File: src/rtl/output_buffer_ctrl_if.sv
// Result handshake bundle between output_buffer_ctrl (master) and the core (slave).
// Carries the 32-bit lane-code word, its valid/ready pair and the completion pulse.
interface output_buffer_ctrl_if;
  logic [31:0] result_o;
  logic        result_valid_o;
  logic        result_ready_i;
  logic        done_o;

  modport master (
    output result_o,
    output result_valid_o,
    output done_o,
    input  result_ready_i
  );

  modport slave (
    input  result_o,
    input  result_valid_o,
    input  done_o,
    output result_ready_i
  );
endinterface

File: src/rtl/output_buffer_ctrl.sv
// Sequences one PIM readout: ADC capture into output buffers, encoder wait, result handshake.
// Optional statistics counters are enabled by defining OUTBUF_CTRL_STATS_EN.
module output_buffer_ctrl #(
  parameter int ENC_LAT     = 1,
  parameter int TIMEOUT_CYC = 255
) (
  input  logic                clk_i,
  input  logic                rst_i,
  input  logic                start_i,
  input  logic [2:0]          mode_i,
  input  logic                adc_valid_i,
  input  logic [3:0][6:0]     encoder_output_i,
  output logic [2:0]          pim_mode_o,
  output logic                buf_load_1_o,
  output logic                buf_load_2_o,
  output logic                busy_o,
  output logic                err_o,
`ifdef OUTBUF_CTRL_STATS_EN
  output logic [15:0]         done_cnt_o,
  output logic [7:0]          err_cnt_o,
  input  logic                stats_clr_i,
`endif
  output_buffer_ctrl_if.master res_if
);

  typedef enum logic [2:0] {
    IDLE,
    CAP1,
    CAP2,
    ENC_WAIT,
    OUT
  } state_e;

  typedef enum logic [2:0] {
    MODE_NONE     = 3'b000,
    MODE_PARALLEL = 3'b101,
    MODE_RBR      = 3'b110
  } mode_e;

  // One wait counter serves both the ADC timeout and the encoder latency.
  localparam logic [7:0] TMO_LAST = 8'(TIMEOUT_CYC - 1);
  localparam logic [7:0] LAT_LAST = 8'(ENC_LAT - 1);

  state_e      r_state;
  state_e      w_state_nxt;
  mode_e       r_mode;
  logic [7:0]  r_cnt;
  logic [31:0] r_result;
  logic        r_done;
  logic        r_err;

  logic        w_load1;
  logic        w_load2;
  logic        w_mode_ld;
  logic        w_capture;
  logic        w_done_nxt;
  logic        w_err_nxt;
  logic        w_mode_legal;

  assign w_mode_legal = (mode_i == MODE_PARALLEL) || (mode_i == MODE_RBR);

  // NOTE: sequential state uses non-blocking assignments so every register samples pre-edge values.
  always_ff @(posedge clk_i) begin
    if (rst_i) r_state <= IDLE;
    else       r_state <= w_state_nxt;
  end

  // NOTE: every combinational output gets a default first so no path can infer a latch.
  always_comb begin
    w_state_nxt = r_state;
    w_load1     = 1'b0;
    w_load2     = 1'b0;
    w_mode_ld   = 1'b0;
    w_capture   = 1'b0;
    w_done_nxt  = 1'b0;
    w_err_nxt   = 1'b0;
    case (r_state)
      IDLE: begin
        if (start_i) begin
          if (w_mode_legal) begin
            w_mode_ld   = 1'b1;
            w_state_nxt = CAP1;
          end else begin
            w_err_nxt = 1'b1;
          end
        end
      end
      CAP1: begin
        if (adc_valid_i) begin
          w_load1     = 1'b1;
          w_state_nxt = (r_mode == MODE_PARALLEL) ? CAP2 : ENC_WAIT;
        end else if (r_cnt == TMO_LAST) begin
          w_err_nxt   = 1'b1;
          w_state_nxt = IDLE;
        end
      end
      CAP2: begin
        if (adc_valid_i) begin
          w_load2     = 1'b1;
          w_state_nxt = ENC_WAIT;
        end else if (r_cnt == TMO_LAST) begin
          w_err_nxt   = 1'b1;
          w_state_nxt = IDLE;
        end
      end
      ENC_WAIT: begin
        if (r_cnt == LAT_LAST) begin
          w_capture   = 1'b1;
          w_state_nxt = OUT;
        end
      end
      OUT: begin
        if (res_if.result_ready_i) begin
          w_done_nxt  = 1'b1;
          w_state_nxt = IDLE;
        end
      end
      default: w_state_nxt = IDLE;
    endcase
  end

  // Counter restarts on every state entry and only runs in the timed states.
  always_ff @(posedge clk_i) begin
    if (rst_i) begin
      r_cnt <= '0;
    end else if ((w_state_nxt != r_state) || (r_state == IDLE) || (r_state == OUT)) begin
      r_cnt <= '0;
    end else begin
      r_cnt <= r_cnt + 8'd1;
    end
  end

  always_ff @(posedge clk_i) begin
    if (rst_i) begin
      r_mode   <= MODE_NONE;
      r_result <= '0;
      r_done   <= 1'b0;
      r_err    <= 1'b0;
    end else begin
      r_done <= w_done_nxt;
      r_err  <= w_err_nxt;
      if (w_mode_ld) r_mode <= mode_e'(mode_i);
      if (w_capture) begin
        for (int i = 0; i < 4; i++) begin
          r_result[8*i +: 8] <= {1'b0, encoder_output_i[i]};
        end
      end
    end
  end

  assign busy_o                = (r_state != IDLE);
  assign pim_mode_o            = busy_o ? r_mode : MODE_NONE;
  assign buf_load_1_o          = w_load1;
  assign buf_load_2_o          = w_load2;
  assign err_o                 = r_err;
  assign res_if.result_o       = r_result;
  assign res_if.result_valid_o = (r_state == OUT);
  assign res_if.done_o         = r_done;

`ifdef OUTBUF_CTRL_STATS_EN
  logic [15:0] r_done_cnt;
  logic [7:0]  r_err_cnt;

  always_ff @(posedge clk_i) begin
    if (rst_i || stats_clr_i) begin
      r_done_cnt <= '0;
      r_err_cnt  <= '0;
    end else begin
      if (w_done_nxt)                          r_done_cnt <= r_done_cnt + 16'd1;
      if (w_err_nxt && (r_err_cnt != 8'hFF))   r_err_cnt  <= r_err_cnt + 8'd1;
    end
  end

  assign done_cnt_o = r_done_cnt;
  assign err_cnt_o  = r_err_cnt;
`endif

endmodule
File: src/flat_wrapper.sv
// flat-port wrapper written by rule: the top's interface ports become plain ports
module output_buffer_ctrl_flat 
#(
  parameter int ENC_LAT     = 1,
  parameter int TIMEOUT_CYC = 255
)
  (clk_i, rst_i, start_i, mode_i, adc_valid_i, encoder_output_i, pim_mode_o, buf_load_1_o, buf_load_2_o, busy_o, err_o, res_if_result_o, res_if_result_valid_o, res_if_done_o, res_if_result_ready_i);
  output_buffer_ctrl_if res_if_i ();
  input  logic clk_i;
  input  logic rst_i;
  input  logic start_i;
  input  logic [2:0] mode_i;
  input  logic adc_valid_i;
  input  logic [3:0][6:0] encoder_output_i;
  output logic [2:0] pim_mode_o;
  output logic buf_load_1_o;
  output logic buf_load_2_o;
  output logic busy_o;
  output logic err_o;
  output wire logic [$bits(res_if_i.result_o)-1:0] res_if_result_o;
  output wire logic [$bits(res_if_i.result_valid_o)-1:0] res_if_result_valid_o;
  output wire logic [$bits(res_if_i.done_o)-1:0] res_if_done_o;
  input wire logic [$bits(res_if_i.result_ready_i)-1:0] res_if_result_ready_i;
  assign res_if_result_o = res_if_i.result_o;
  assign res_if_result_valid_o = res_if_i.result_valid_o;
  assign res_if_done_o = res_if_i.done_o;
  assign res_if_i.result_ready_i = res_if_result_ready_i;
  output_buffer_ctrl #(.ENC_LAT(ENC_LAT), .TIMEOUT_CYC(TIMEOUT_CYC)) u_core (.clk_i(clk_i), .rst_i(rst_i), .start_i(start_i), .mode_i(mode_i), .adc_valid_i(adc_valid_i), .encoder_output_i(encoder_output_i), .pim_mode_o(pim_mode_o), .buf_load_1_o(buf_load_1_o), .buf_load_2_o(buf_load_2_o), .busy_o(busy_o), .err_o(err_o), .res_if(res_if_i));
endmodule
File: config.mk
export PLATFORM = sky130hd
export DESIGN_NAME = output_buffer_ctrl_flat
export DESIGN_NICKNAME = d
export VERILOG_FILES = /design/src/rtl/output_buffer_ctrl_if.sv /design/src/rtl/output_buffer_ctrl.sv /design/src/flat_wrapper.sv
export SDC_FILE = /design/constraint.sdc
export NUM_CORES = 1
export LEC_CHECK = 0
export ABC_AREA = 1
export BUFFER_PORTS_ARGS = -buffer_cell sky130_fd_sc_hd__buf_2
export CORE_ASPECT_RATIO = 0.8
export CORE_MARGIN = 2
export CORE_UTILIZATION = 35
export CTS_CLUSTER_SIZE = 24
export DETAILED_ROUTE_END_ITERATION = 16
export HOLD_SLACK_MARGIN = 0.1
export PLACE_DENSITY = 0.71
export SLEW_MARGIN = 20
export SYNTH_ARGS = -nofsm -noshare
export SYNTH_HDL_FRONTEND = slang
export SYNTH_SLANG_ARGS = --single-unit
File: constraint.sdc
create_clock -name clk_i -period 3.7 [get_ports clk_i]
set_clock_uncertainty 0.1 [all_clocks]
set_input_delay 0.74 -clock clk_i [delete_from_list [all_inputs] [get_ports clk_i]]
set_output_delay 0.74 -clock clk_i [all_outputs]
set_load 0.01 [all_outputs]
==> results of run 1 <==
stage by stage:
step	hold slack (ns)	instances	total power, W	cell area (um^2)
6_report	0.3645	382	0.0009461	2407
5_1_grt	0.3772	382	0.0009942	2407
4_1_cts	0.3658	382	0.0009664	2407
3_5_place_dp	0.3534	374	0.0005666	2281
3_3_place_gp	0.3494	374	0.0005659	2281
2_1_floorplan	0.3607	250	0.0005400	1932
placed cells by master (no fill, tap or decap), drive strengths merged:
cell type | synthesis | final
clkbuf | 4 | 7
ha | 3 | 3
xor2 | 4 | 4
buf | 9 | 72
nand2 | 77 | 77
a211oi | 2 | 2
nor4 | 1 | 1
conb | 1 | 4
xnor2 | 2 | 2
clkinv | 1 | 1
nor3 | 9 | 9
nor2 | 25 | 25
nand3 | 14 | 14
a21oi | 33 | 33
inv | 17 | 17
bufinv | 0 | 1
dfxtp | 44 | 44
o21ai | 1 | 1
metal layers:
layer	vias up	global-route usage	wire (um)
met5	-	0	0
li1	911	-	-
met3	2	0.03901	233
met4	0	0.04688	34
met2	58	0.2214	1747
met1	761	0.1901	2112
how the worst max path moves through the flow:
| stage | start | endpoint |
|---|---|---|
| 2_1_floorplan | adc_valid_i | buf_load_1_o |
| 3_3_place_gp | u_core.r_cnt[0]$_SDFF_PP0_ | u_core.res_if.result_o[25]$_SDFFE_PP0P_ |
| 3_5_place_dp | u_core.r_cnt[0]$_SDFF_PP0_ | u_core.res_if.result_o[20]$_SDFFE_PP0P_ |
| 4_1_cts | u_core.r_cnt[0]$_SDFF_PP0_ | u_core.res_if.result_o[28]$_SDFFE_PP0P_ |
| 5_1_grt | u_core.r_cnt[0]$_SDFF_PP0_ | u_core.res_if.result_o[8]$_SDFFE_PP0P_ |
| 6_report | u_core.r_cnt[0]$_SDFF_PP0_ | u_core.res_if.result_o[28]$_SDFFE_PP0P_ |
cell type report:
cell class,instances,area share
Timing Repair Buffer,72,0.1497
Tap cell,65,0.03378
Sequential cell,44,0.3659
Clock buffer,7,0.04002
Multi-Input combinational cell,175,0.3695
Clock inverter,1,0.01247
Inverter,18,0.02859
registers in the layout, indices dropped and copies added (netlist names):
register / count
u_core.r_state: 3
u_core.r_cnt: 8
u_core.err_o: 1
u_core.res_if.result_o: 28
u_core.res_if.done_o: 1
u_core.r_mode: 3
critical path: stages (launching register included):
cell and delay (ns):
sky130_fd_sc_hd__dfxtp_1 0.40, sky130_fd_sc_hd__inv_1 0.08, sky130_fd_sc_hd__ha_1 0.19, sky130_fd_sc_hd__nand2_1 0.10, sky130_fd_sc_hd__nor2_4 0.05, sky130_fd_sc_hd__nand2_2 0.44, sky130_fd_sc_hd__clkinv_2 0.50, sky130_fd_sc_hd__nand2_1 0.18
sky130_fd_sc_hd__a21oi_1 0.08
synthesized netlist by cell type (3+ instances only):
library cell / n / share of area
sky130_fd_sc_hd__dfxtp_1: 44 / 0.46
sky130_fd_sc_hd__xor2_1: 4 / 0.018
sky130_fd_sc_hd__a21oi_1: 33 / 0.086
sky130_fd_sc_hd__ha_1: 3 / 0.020
sky130_fd_sc_hd__buf_4: 5 / 0.020
sky130_fd_sc_hd__inv_2: 3 / 0.0059
sky130_fd_sc_hd__nor2_2: 5 / 0.016
sky130_fd_sc_hd__nor2_1: 18 / 0.035
sky130_fd_sc_hd__buf_6: 3 / 0.018
sky130_fd_sc_hd__nor3_2: 8 / 0.042
sky130_fd_sc_hd__nand3_1: 12 / 0.031
sky130_fd_sc_hd__inv_1: 14 / 0.027
sky130_fd_sc_hd__nand2_2: 4 / 0.013
sky130_fd_sc_hd__nand2_1: 72 / 0.14
sky130_fd_sc_hd__clkbuf_1: 3 / 0.0059
kinds of logic (layout without fill, tap and decap cells):
group | after synthesis | count (layout) | synth area share
XOR/XNOR | 6 | 6 | 0.02736
flip-flops | 44 | 44 | 0.4586
AO/OA/AOI/OAI | 36 | 36 | 0.09641
adder cells (fa/ha/maj) | 3 | 3 | 0.01955
other | 1 | 4 | 0.001953
AND/OR/NAND/NOR | 126 | 126 | 0.3120
buffers and inverters | 31 | 98 | 0.08403
report_power, final:
group          internal, W  switching [W]
Clock             0.000238       0.000153
Combinational    0.0000277      0.0000447
Sequential        0.000478     0.00000409
Total             0.000744       0.000202
==> metrics.sh, run 1 <==
RRSETUPSLACK_NS=1.44
H-TREE-DEPTH=2
YS_TYPES=27
CTS_REPAIR_RESIZE_COUNT=0
GRT_ANTENNA_BEFORE_REPAIR=0
PLACE_WS_NS=1.389
FP.DIEW_UM=86.82
WL_PER_CELL_UM=10.80
SYNTHCELLS=247
TIMING.SETUP.CRITICAL_PATH_CLASS='flop to flop'
FIRST_GLOBAL_VIAS=1548
POST-ROUTE-UTIL=0.4479
PLACE.PORT_BUFFERS=72
FINAL_MIN_PERIOD_OVER_CLOCK_PERIOD=0.6098
AREAGROWTHSYNTHTOFINISH_PCT=25.34
DP_HPWL_MM=3.008
GRT_FIRST_PASS_WIRELENGTH_MM=6.975
SYNTH-MAIN-FF-CELL='sky130_fd_sc_hd__dfxtp_1'
DIE-HEIGHT_UM=70.26
NUM_ANTENNA_CELLS=0
ROUTED_VIA_COUNT_DIVIDED_BY_CELL_COUNT=4.534
AVGSYNTHCELLAREA_UM2=7.776
CRIT_REQUIRED_NS=3.74
WORST_SETUP_HOLD_PATH_CLK_SLEW_NS=0.08
IOS=77
WORST_R2R_PATH_DEPTH=8
GRT_UTIL_ALL_LAYERS=0.1423
CRIT_FANOUT=31
FILLCELLCOUNT=539
INSERTED_CLOCK_BUFFERS=5
TIMING.FINAL.WS_SETUP_NS=1.444
NORMALIZED_MAX_SLEW_MARGIN=0.5625
MULTI_INPUT_AREA_UM2=889.6
CTS_ROOT_BUF='sky130_fd_sc_hd__clkbuf_8'
TIMING.HOLD.WORST_PATH_DEPTH=2
SETUP-TNS-FINAL_NS=0
FINAL_LAYOUT_SIZE_SUFFIX_GT1_FRAC=0.3344
DIE-AREA_UM2=6100
DRV_CAP=0
P_PER_AREA_nW_PER_UM2=393.0
OUTCOME='complete, no violations'
REGAREA_UM2=880.8
CTS-ROOT-TO-SINK-BUFFERS=2
DETAIL_ROUTE.ITER0.VIOLATIONS=54
SETUP_VIOLATIONS_FINAL=0
INITIAL_CORE_UTIL=0.3573
FMAXACHIEVABLE_MHz=443.2
GLOBALROUTEOVERFLOWTOTAL=0
TIGHTESTPINTRANSITION_NS=0.6562
NUMBER_OF_NETS_WITH_ANTENNA_VIOLATIONS_AFTER_ROUTING=0
R2R-END='u_core.res_if.result_o[28]$_SDFFE_PP0P_'
MAXSLEWVIOLCOUNT=0
NUM-NETS-FINAL=355
POSTCTSHOLDBUFS=0
YOSYSWARNINGCOUNT=0
FINAL-HOLD-VIOLATION-COUNT=0
WORSTSETUPENDPOINTTYPE='flop'
WORST_HOLD_STARTPOINT='u_core.res_if.result_o[2]$_SDFFE_PP0P_'
RSZ0062_AT_GRT='false'
YS_SEQ_AREA_FRAC=0.4586
POST_CTS_BUFFERS=0
SYNTH_ASYNC_SR_FLOP_SHARE=0
REGTOREGSTARTPOINT='u_core.r_cnt[0]$_SDFF_PP0_'
MIN_PATH_TYPE='flop to flop'
IR_WORST_VDD_V=0.0001677
FINALWIRELENGTH_MM=4.126
WORSTSETUPSTARTPOINTTYPE='flop'
MAPPEDNETLISTAREA_UM2=1921
DRTPASS1ITERATIONS=5
DRCVIOLATIONCOUNT=0
FINALCRITICALPERIOD_NS=2.256
CLOCK_SINK_COUNT=44
WORST_HOLD_PATH.ENDPOINT='u_core.res_if.result_o[2]$_SDFFE_PP0P_'
ROWS=24
VIAS=1732
INSERTION_DELAY_NS=0.28
CLOCK_TREE_FROM_TRITONCTS='done'
YOSYS_REGISTER_BITS=44
CORE-AREA_UM2=5375
GP_CONGESTION=0.8522
GRT_START_MAX_NET_PINS=38
CELLLEAKAGEPOWER_nW=1.048
WORST_EP_ARRIVAL_TIME_NS=2.30
SYNTH_EDF_COUNT=0
Note: power is estimated with default switching activity, not from simulation.
==> run 2: changes to the inputs <==
==> constraint.sdc (replaced) <==
create_clock -name clk_i -period 2.1 [get_ports clk_i]
set_clock_uncertainty 0.1 [all_clocks]
set_input_delay 0.42 -clock clk_i [delete_from_list [all_inputs] [get_ports clk_i]]
set_output_delay 0.42 -clock clk_i [all_outputs]
set_load 0.01 [all_outputs]
==> metrics.sh, run 2 (synthesis results as in run 1) <==
OUTCOME='complete, no violations'
REGAREA_UM2=880.8  # unchanged
NUMBER_OF_NETS_WITH_ANTENNA_VIOLATIONS_AFTER_ROUTING=0  # unchanged
WORST_SETUP_HOLD_PATH_CLK_SLEW_NS=0.08  # about the same
PLACE_WS_NS=0.1425  # -1.247 ns
SHARE_OF_POWER_BURNED_IN_COMBINATIONAL_LOGIC=0.089  # +0.012
SETUP-TNS-FINAL_NS=0  # unchanged
DETAIL_ROUTE.ITER0.VIOLATIONS=63  # +17%
P_PER_AREA_nW_PER_UM2=622.9  # +59%
VIAS=1751  # +1.1%
FINAL_LAYOUT_SIZE_SUFFIX_GT1_FRAC=0.3333  # -0.001052
WORSTSETUPENDPOINTTYPE='primary output'
GRT_ANTENNA_BEFORE_REPAIR=0  # unchanged
PLACE.PORT_BUFFERS=72  # unchanged
FINAL_CELL_AREA_UM2=2375  # -1.4%
MOST-COMMON-LAYOUT-CELLS='72 x sky130_fd_sc_hd__nand2_1, 72 x sky130_fd_sc_hd__buf_2, 44 x sky130_fd_sc_hd__dfxtp_1'
GLOBALROUTEOVERFLOWTOTAL=0  # unchanged
WORST-PATH-STAGES=5  # -3
INSERTION_DELAY_NS=0.29  # about the same
TIMING.FINAL.WS_SETUP_NS=0.1623  # -1.281 ns
WORST_PATH_MAX_DELAY_CELL='sky130_fd_sc_hd__dfxtp_1'
ROWS=24  # unchanged
IR_WORST_VDD_V=0.0003166  # +89%
SHARE_CLK_OF_TOTAL_POWER=0.336  # -0.078
GP_CONGESTION=0.8043  # -5.6%
NUM_ANTENNA_CELLS=0  # unchanged
FP.DIEW_UM=86.82  # unchanged
MIN_PATH_TYPE='primary input to flop'
RRSETUPSLACK_NS=0.25  # -1.19 ns
SETUP_VIOLATIONS_FINAL=0  # unchanged
CRIT_REQUIRED_NS=1.58  # -2.16 ns
CLOCK_SINK_COUNT=44  # unchanged
GRT_UTIL_ALL_LAYERS=0.1494  # +0.007030
ROUTED_VIA_COUNT_DIVIDED_BY_CELL_COUNT=4.572  # +0.83%
CORE-AREA_UM2=5375  # unchanged
DIE-AREA_UM2=6100  # unchanged
WORST_PATH_DOMINANT_CELL_FAMILY='simple AND/OR/NAND/NOR gates'
INITIAL_CORE_UTIL=0.3573  # unchanged
MAXSLEWVIOLCOUNT=0  # unchanged
INSERTED_CLOCK_BUFFERS=5  # unchanged
AREAGROWTHSYNTHTOFINISH_PCT=23.65
POWER.SHARE.SWITCHING=0.2434  # +0.02989
CRIT_FANOUT=5  # -84%
WORST_R2R_PATH_DEPTH=9  # +1
FMAXACHIEVABLE_MHz=516.1
MULTI_INPUT_AREA_UM2=889.6  # unchanged
FINALCRITICALPERIOD_NS=1.938
CRITICAL-PATH-TOP-CELL-BY-COUNT='sky130_fd_sc_hd__nor2_1'
WL_PER_CELL_UM=11.35  # +5.1%
CTS_ROOT_BUF='sky130_fd_sc_hd__clkbuf_8'
GRT_FIRST_PASS_WIRELENGTH_MM=7.265  # +4.2%
IOS=77  # unchanged
LARGEST_REG_FLOPS=28  # unchanged
WORSTSETUPSTARTPOINTTYPE='flop'
FINAL-HOLD-VIOLATION-COUNT=0  # unchanged
DETAILED_PLACE.AREA_UM2=2296  # +0.66%
SERIES_OF_CELL_INSTANCES_ALONG_THE_CRITICAL_PATH='nor2_2, inv_2, nor2_1, nor2_1, buf_2'
WORST_EP_ARRIVAL_TIME_NS=1.42  # -0.88 ns
DRTPASS1ITERATIONS=4  # -1
DRCVIOLATIONCOUNT=0  # unchanged
FIRST_GLOBAL_VIAS=1608  # +3.9%
BUF_INV_STAGES_CRIT_PATH=2  # unchanged
FINAL_MIN_PERIOD_OVER_CLOCK_PERIOD=0.9227
DP_HPWL_MM=3.181  # +5.8%
FILLCELLCOUNT=583  # +8.2%
DIE-HEIGHT_UM=70.26  # unchanged
CPPEAKSTAGEDELAY_NS=0.36  # -0.14 ns
CELLLEAKAGEPOWER_nW=1.034  # -1.4%
FINALWIRELENGTH_MM=4.348  # +5.4%
CELLINTERNALPOWER_W=0.001119  # +50%
DRV_CAP=0  # unchanged
H-TREE-DEPTH=2  # unchanged
NUM-NETS-FINAL=357  # +0.56%
P_SWITCHING_W=0.0003600  # +78%
TIMING.SETUP.CRITICAL_PATH_CLASS='flop to primary output'
RSZ0062_AT_GRT='false'
GRT_START_MAX_NET_PINS=37  # -2.6%
CLOCK_TREE_FROM_TRITONCTS='done'
SEQ_POWER_SHARE=0.575  # +0.065
POST-ROUTE-UTIL=0.4418  # -0.006052
TIMING.HOLD.WORST_PATH_DEPTH=2  # unchanged
CTS-ROOT-TO-SINK-BUFFERS=2  # unchanged
[run 2: through the flow]
| stage | cells | total power [W] | hold WS [ns] |
|---|---|---|---|
| final | 383 | 0.001479 | 0.2423 |
| after global routing | 383 | 0.001547 | 0.2483 |
| after CTS | 383 | 0.001500 | 0.2280 |
| after detailed placement | 376 | 0.001002 | 0.3541 |
| after global placement | 376 | 0.001001 | 0.3497 |
| after floorplan | 250 | 0.0009513 | 0.3607 |
[run 2: final cells by class]
class	instances	area share
multi-input cells	175	0.3746
flip-flops and latches	44	0.3709
repair buffers	74	0.1581
well taps	65	0.03425
clock buffers	6	0.03056
inverters	18	0.02950
clock inverters	1	0.002107
[run 2: repair_timing]
item                                   4_1_cts  5_1_grt
endpoints found under the hold margin        0        0
resized for setup                            0        1
setup endpoints to repair                    0       11
buffers inserted                             0        0
hold buffers                                 0        0
[run 2: worst paths after layout]
kind | startpoint | to
max | u_core.r_state[1]$_SDFF_PP0_ | pim_mode_o[2]
min | mode_i[0] | u_core.r_mode[1]$_SDFFE_PP0P_
max reg2reg | u_core.r_cnt[0]$_SDFF_PP0_ | u_core.r_cnt[5]$_SDFF_PP0_
min reg2reg | u_core.res_if.result_o[3]$_SDFFE_PP0P_ | u_core.res_if.result_o[3]$_SDFFE_PP0P_
[run 2: metal layers]
layer  routed length [um]  GRT usage  up-vias
met1                 2144     0.2018      774
met3                  260    0.04137        8
met2                 1872     0.2248       55
met5                    0          0        -
met4                   71    0.05903        0
li1                     -          -      914
[run 2: power groups by stage]
stage,combinational (W),sequential [W],clock [W]
2_1_floorplan,0.0000818,0.000870,0
3_3_place_gp,0.000131,0.000869,0
3_5_place_dp,0.000132,0.000870,0
4_1_cts,0.000133,0.000850,0.000517
5_1_grt,0.000148,0.000852,0.000548
6_report,0.000132,0.000850,0.000498
==> run 3: changes to the inputs <==
--- a/config.mk
+++ b/config.mk
@@ -10,7 +10,8 @@
 export CORE_ASPECT_RATIO = 0.8
 export CORE_MARGIN = 2
 export CORE_UTILIZATION = 35
-export CTS_CLUSTER_SIZE = 24
+export CTS_BUF_LIST = sky130_fd_sc_hd__clkbuf_4 sky130_fd_sc_hd__clkbuf_8 sky130_fd_sc_hd__clkbuf_16
+export CTS_CLUSTER_SIZE = 20
 export DETAILED_ROUTE_END_ITERATION = 16
 export HOLD_SLACK_MARGIN = 0.1
 export PLACE_DENSITY = 0.71
==> metrics.sh, run 3 (synthesis results as in run 1) <==
RSZ0062_AT_GRT='false'
DPL.CELL_COUNT=376  # unchanged
TIMING.HOLD.WORST_PATH_DEPTH=2  # unchanged
DETAIL_ROUTE.ITER0.VIOLATIONS=63  # unchanged
DIE-AREA_UM2=6100  # unchanged
WORST_SETUP_HOLD_PATH_CLK_SLEW_NS=0.08  # about the same
WORST_PATH_MAX_DELAY_CELL='sky130_fd_sc_hd__dfxtp_1'
FINALCRITICALPERIOD_NS=1.936  # -0.002140 ns
PLACE.PORT_BUFFERS=72  # unchanged
PLACE_WS_NS=0.1425  # unchanged
CTS-ROOT-TO-SINK-BUFFERS=2  # unchanged
FILLCELLCOUNT=581  # -0.34%
H-TREE-DEPTH=2  # unchanged
CPPEAKSTAGEDELAY_NS=0.36  # about the same
FINALWIRELENGTH_MM=4.325  # -0.53%
AREAGROWTHSYNTHTOFINISH_PCT=23.84
CRITICAL-PATH-TOP-CELL-BY-COUNT='sky130_fd_sc_hd__nor2_1'
FINAL-HOLD-VIOLATION-COUNT=0  # unchanged
ROUTED_VIA_COUNT_DIVIDED_BY_CELL_COUNT=4.569  # about the same
LARGEST_REG_FLOPS=28  # unchanged
FIRST_GLOBAL_VIAS=1603  # -0.31%
FINAL_CELL_AREA_UM2=2379  # +0.16%
FP.DIEW_UM=86.82  # unchanged
LAYOUT.CELLS.NON_FILLER=383  # unchanged
WORSTSETUPENDPOINTTYPE='primary output'
REGAREA_UM2=880.8  # unchanged
OUTCOME='complete, no violations'
TIMING.FINAL.WS_SETUP_NS=0.1645  # +0.002140 ns
WORST_EP_ARRIVAL_TIME_NS=1.42  # about the same
WORST-PATH-STAGES=5  # unchanged
WORSTSETUPSTARTPOINTTYPE='flop'
P_PER_AREA_nW_PER_UM2=627.2  # +0.69%
DP_HPWL_MM=3.181  # unchanged
IR_WORST_VDD_V=0.0003188  # +0.71%
CTS_ROOT_BUF='sky130_fd_sc_hd__clkbuf_8'
CELLLEAKAGEPOWER_nW=1.038  # +0.33%
MIN_PATH_TYPE='primary input to flop'
GRT_FIRST_PASS_WIRELENGTH_MM=7.231  # -0.47%
WORST_PATH_DOMINANT_CELL_FAMILY='simple AND/OR/NAND/NOR gates'
MOST-COMMON-LAYOUT-CELLS='72 x sky130_fd_sc_hd__nand2_1, 72 x sky130_fd_sc_hd__buf_2, 44 x sky130_fd_sc_hd__dfxtp_1'
DRV_CAP=0  # unchanged
NUM_ANTENNA_CELLS=0  # unchanged
DIE-HEIGHT_UM=70.26  # unchanged
GLOBALROUTEOVERFLOWTOTAL=0  # unchanged
DETAILED_PLACE.AREA_UM2=2296  # unchanged
ROWS=24  # unchanged
GP_CONGESTION=0.8043  # unchanged
NUMBER_OF_NETS_WITH_ANTENNA_VIOLATIONS_AFTER_ROUTING=0  # unchanged
NUM-NETS-FINAL=357  # unchanged
CRIT_REQUIRED_NS=1.58  # about the same
MAXSLEWVIOLCOUNT=0  # unchanged
BUF_INV_STAGES_CRIT_PATH=2  # unchanged
FINAL_LAYOUT_SIZE_SUFFIX_GT1_FRAC=0.3365  # +0.003145
TIMING.SETUP.CRITICAL_PATH_CLASS='flop to primary output'
INSERTION_DELAY_NS=0.29  # about the same
GRT_START_MAX_NET_PINS=37  # unchanged
CRIT_FANOUT=5  # unchanged
DRCVIOLATIONCOUNT=0  # unchanged
CLOCK_SINK_COUNT=44  # unchanged
INITIAL_CORE_UTIL=0.3573  # unchanged
GRT_UTIL_ALL_LAYERS=0.1481  # -0.001230
SERIES_OF_CELL_INSTANCES_ALONG_THE_CRITICAL_PATH='nor2_2, inv_2, nor2_1, nor2_1, buf_2'
FMAXACHIEVABLE_MHz=516.7  # +0.11%
WORST_R2R_PATH_DEPTH=9  # unchanged
MULTI_INPUT_AREA_UM2=889.6  # unchanged
DRTPASS1ITERATIONS=4  # unchanged
WL_PER_CELL_UM=11.29  # -0.53%
INSERTED_CLOCK_BUFFERS=5  # unchanged
SETUP-TNS-FINAL_NS=0  # unchanged
IOS=77  # unchanged
VIAS=1750  # -0.057%
SETUP_VIOLATIONS_FINAL=0  # unchanged
POST_CTS_BUFFERS=0  # unchanged
FINAL_MIN_PERIOD_OVER_CLOCK_PERIOD=0.9217  # -0.001019
CORE-AREA_UM2=5375  # unchanged
GRT_ANTENNA_BEFORE_REPAIR=0  # unchanged
CLOCK_TREE_FROM_TRITONCTS='done'
==> run 3: changes by cell type in the layout (fill, tap and decap cells not counted) <==
cell / before / now
sky130_fd_sc_hd__clkbuf_4: 0 / 1
sky130_fd_sc_hd__clkbuf_1: 1 / 0
==> run 3: repair_timing <==
action	CTS	global route
setup endpoints to repair	0	11
gates resized for setup	0	1
hold buffers	0	0
==> run 3: report_power, final <==
| group | internal (W) | total (W) | leakage (nW) | switching (W) |
|---|---|---|---|---|
| Combinational | 0.0000504 | 0.000131 | 0.638 | 0.0000811 |
| Clock | 0.000239 | 0.000510 | 0.0445 | 0.000271 |
| Sequential | 0.000843 | 0.000850 | 0.355 | 0.00000757 |
==> run 3: final timing paths <==
kind	slack, ns	end	from
worst max register to register	0.25	u_core.r_cnt[5]$_SDFF_PP0_	u_core.r_cnt[0]$_SDFF_PP0_
worst max-delay path	0.16	pim_mode_o[2]	u_core.r_state[1]$_SDFF_PP0_
worst min register to register	0.36	u_core.res_if.result_o[3]$_SDFFE_PP0P_	u_core.res_if.result_o[3]$_SDFFE_PP0P_
worst min-delay path	0.24	u_core.r_mode[1]$_SDFFE_PP0P_	mode_i[0]
==> run 3: cell type report <==
cell class,instances,share of cell area
timing repair buffer,74,0.1578
clock buffer,6,0.03209
sequential,44,0.3703
multi-input combinational,175,0.3740
tap,65,0.03419
clock inverter,1,0.002104
inverter,18,0.02946
==> run 3: layer usage <==
layer  global-route usage  vias to the layer above  wire (um)
met5                    0                        -          0
met4              0.05382                        0         59
met3              0.04137                        7        266
met2               0.2248                       55       1856
met1               0.2003                      774       2143
li1                     -                      914          -
==> run 3: per-stage QoR <==
step,power [W],hold WS [ns],utilization
floorplan,0.0009513,0.3607,-
global placement,0.001001,0.3497,0.4271
detailed placement,0.001002,0.3541,0.4271
CTS,0.001512,0.2309,0.4423
global route,0.001559,0.2503,0.4425
finish,0.001492,0.2447,0.4425
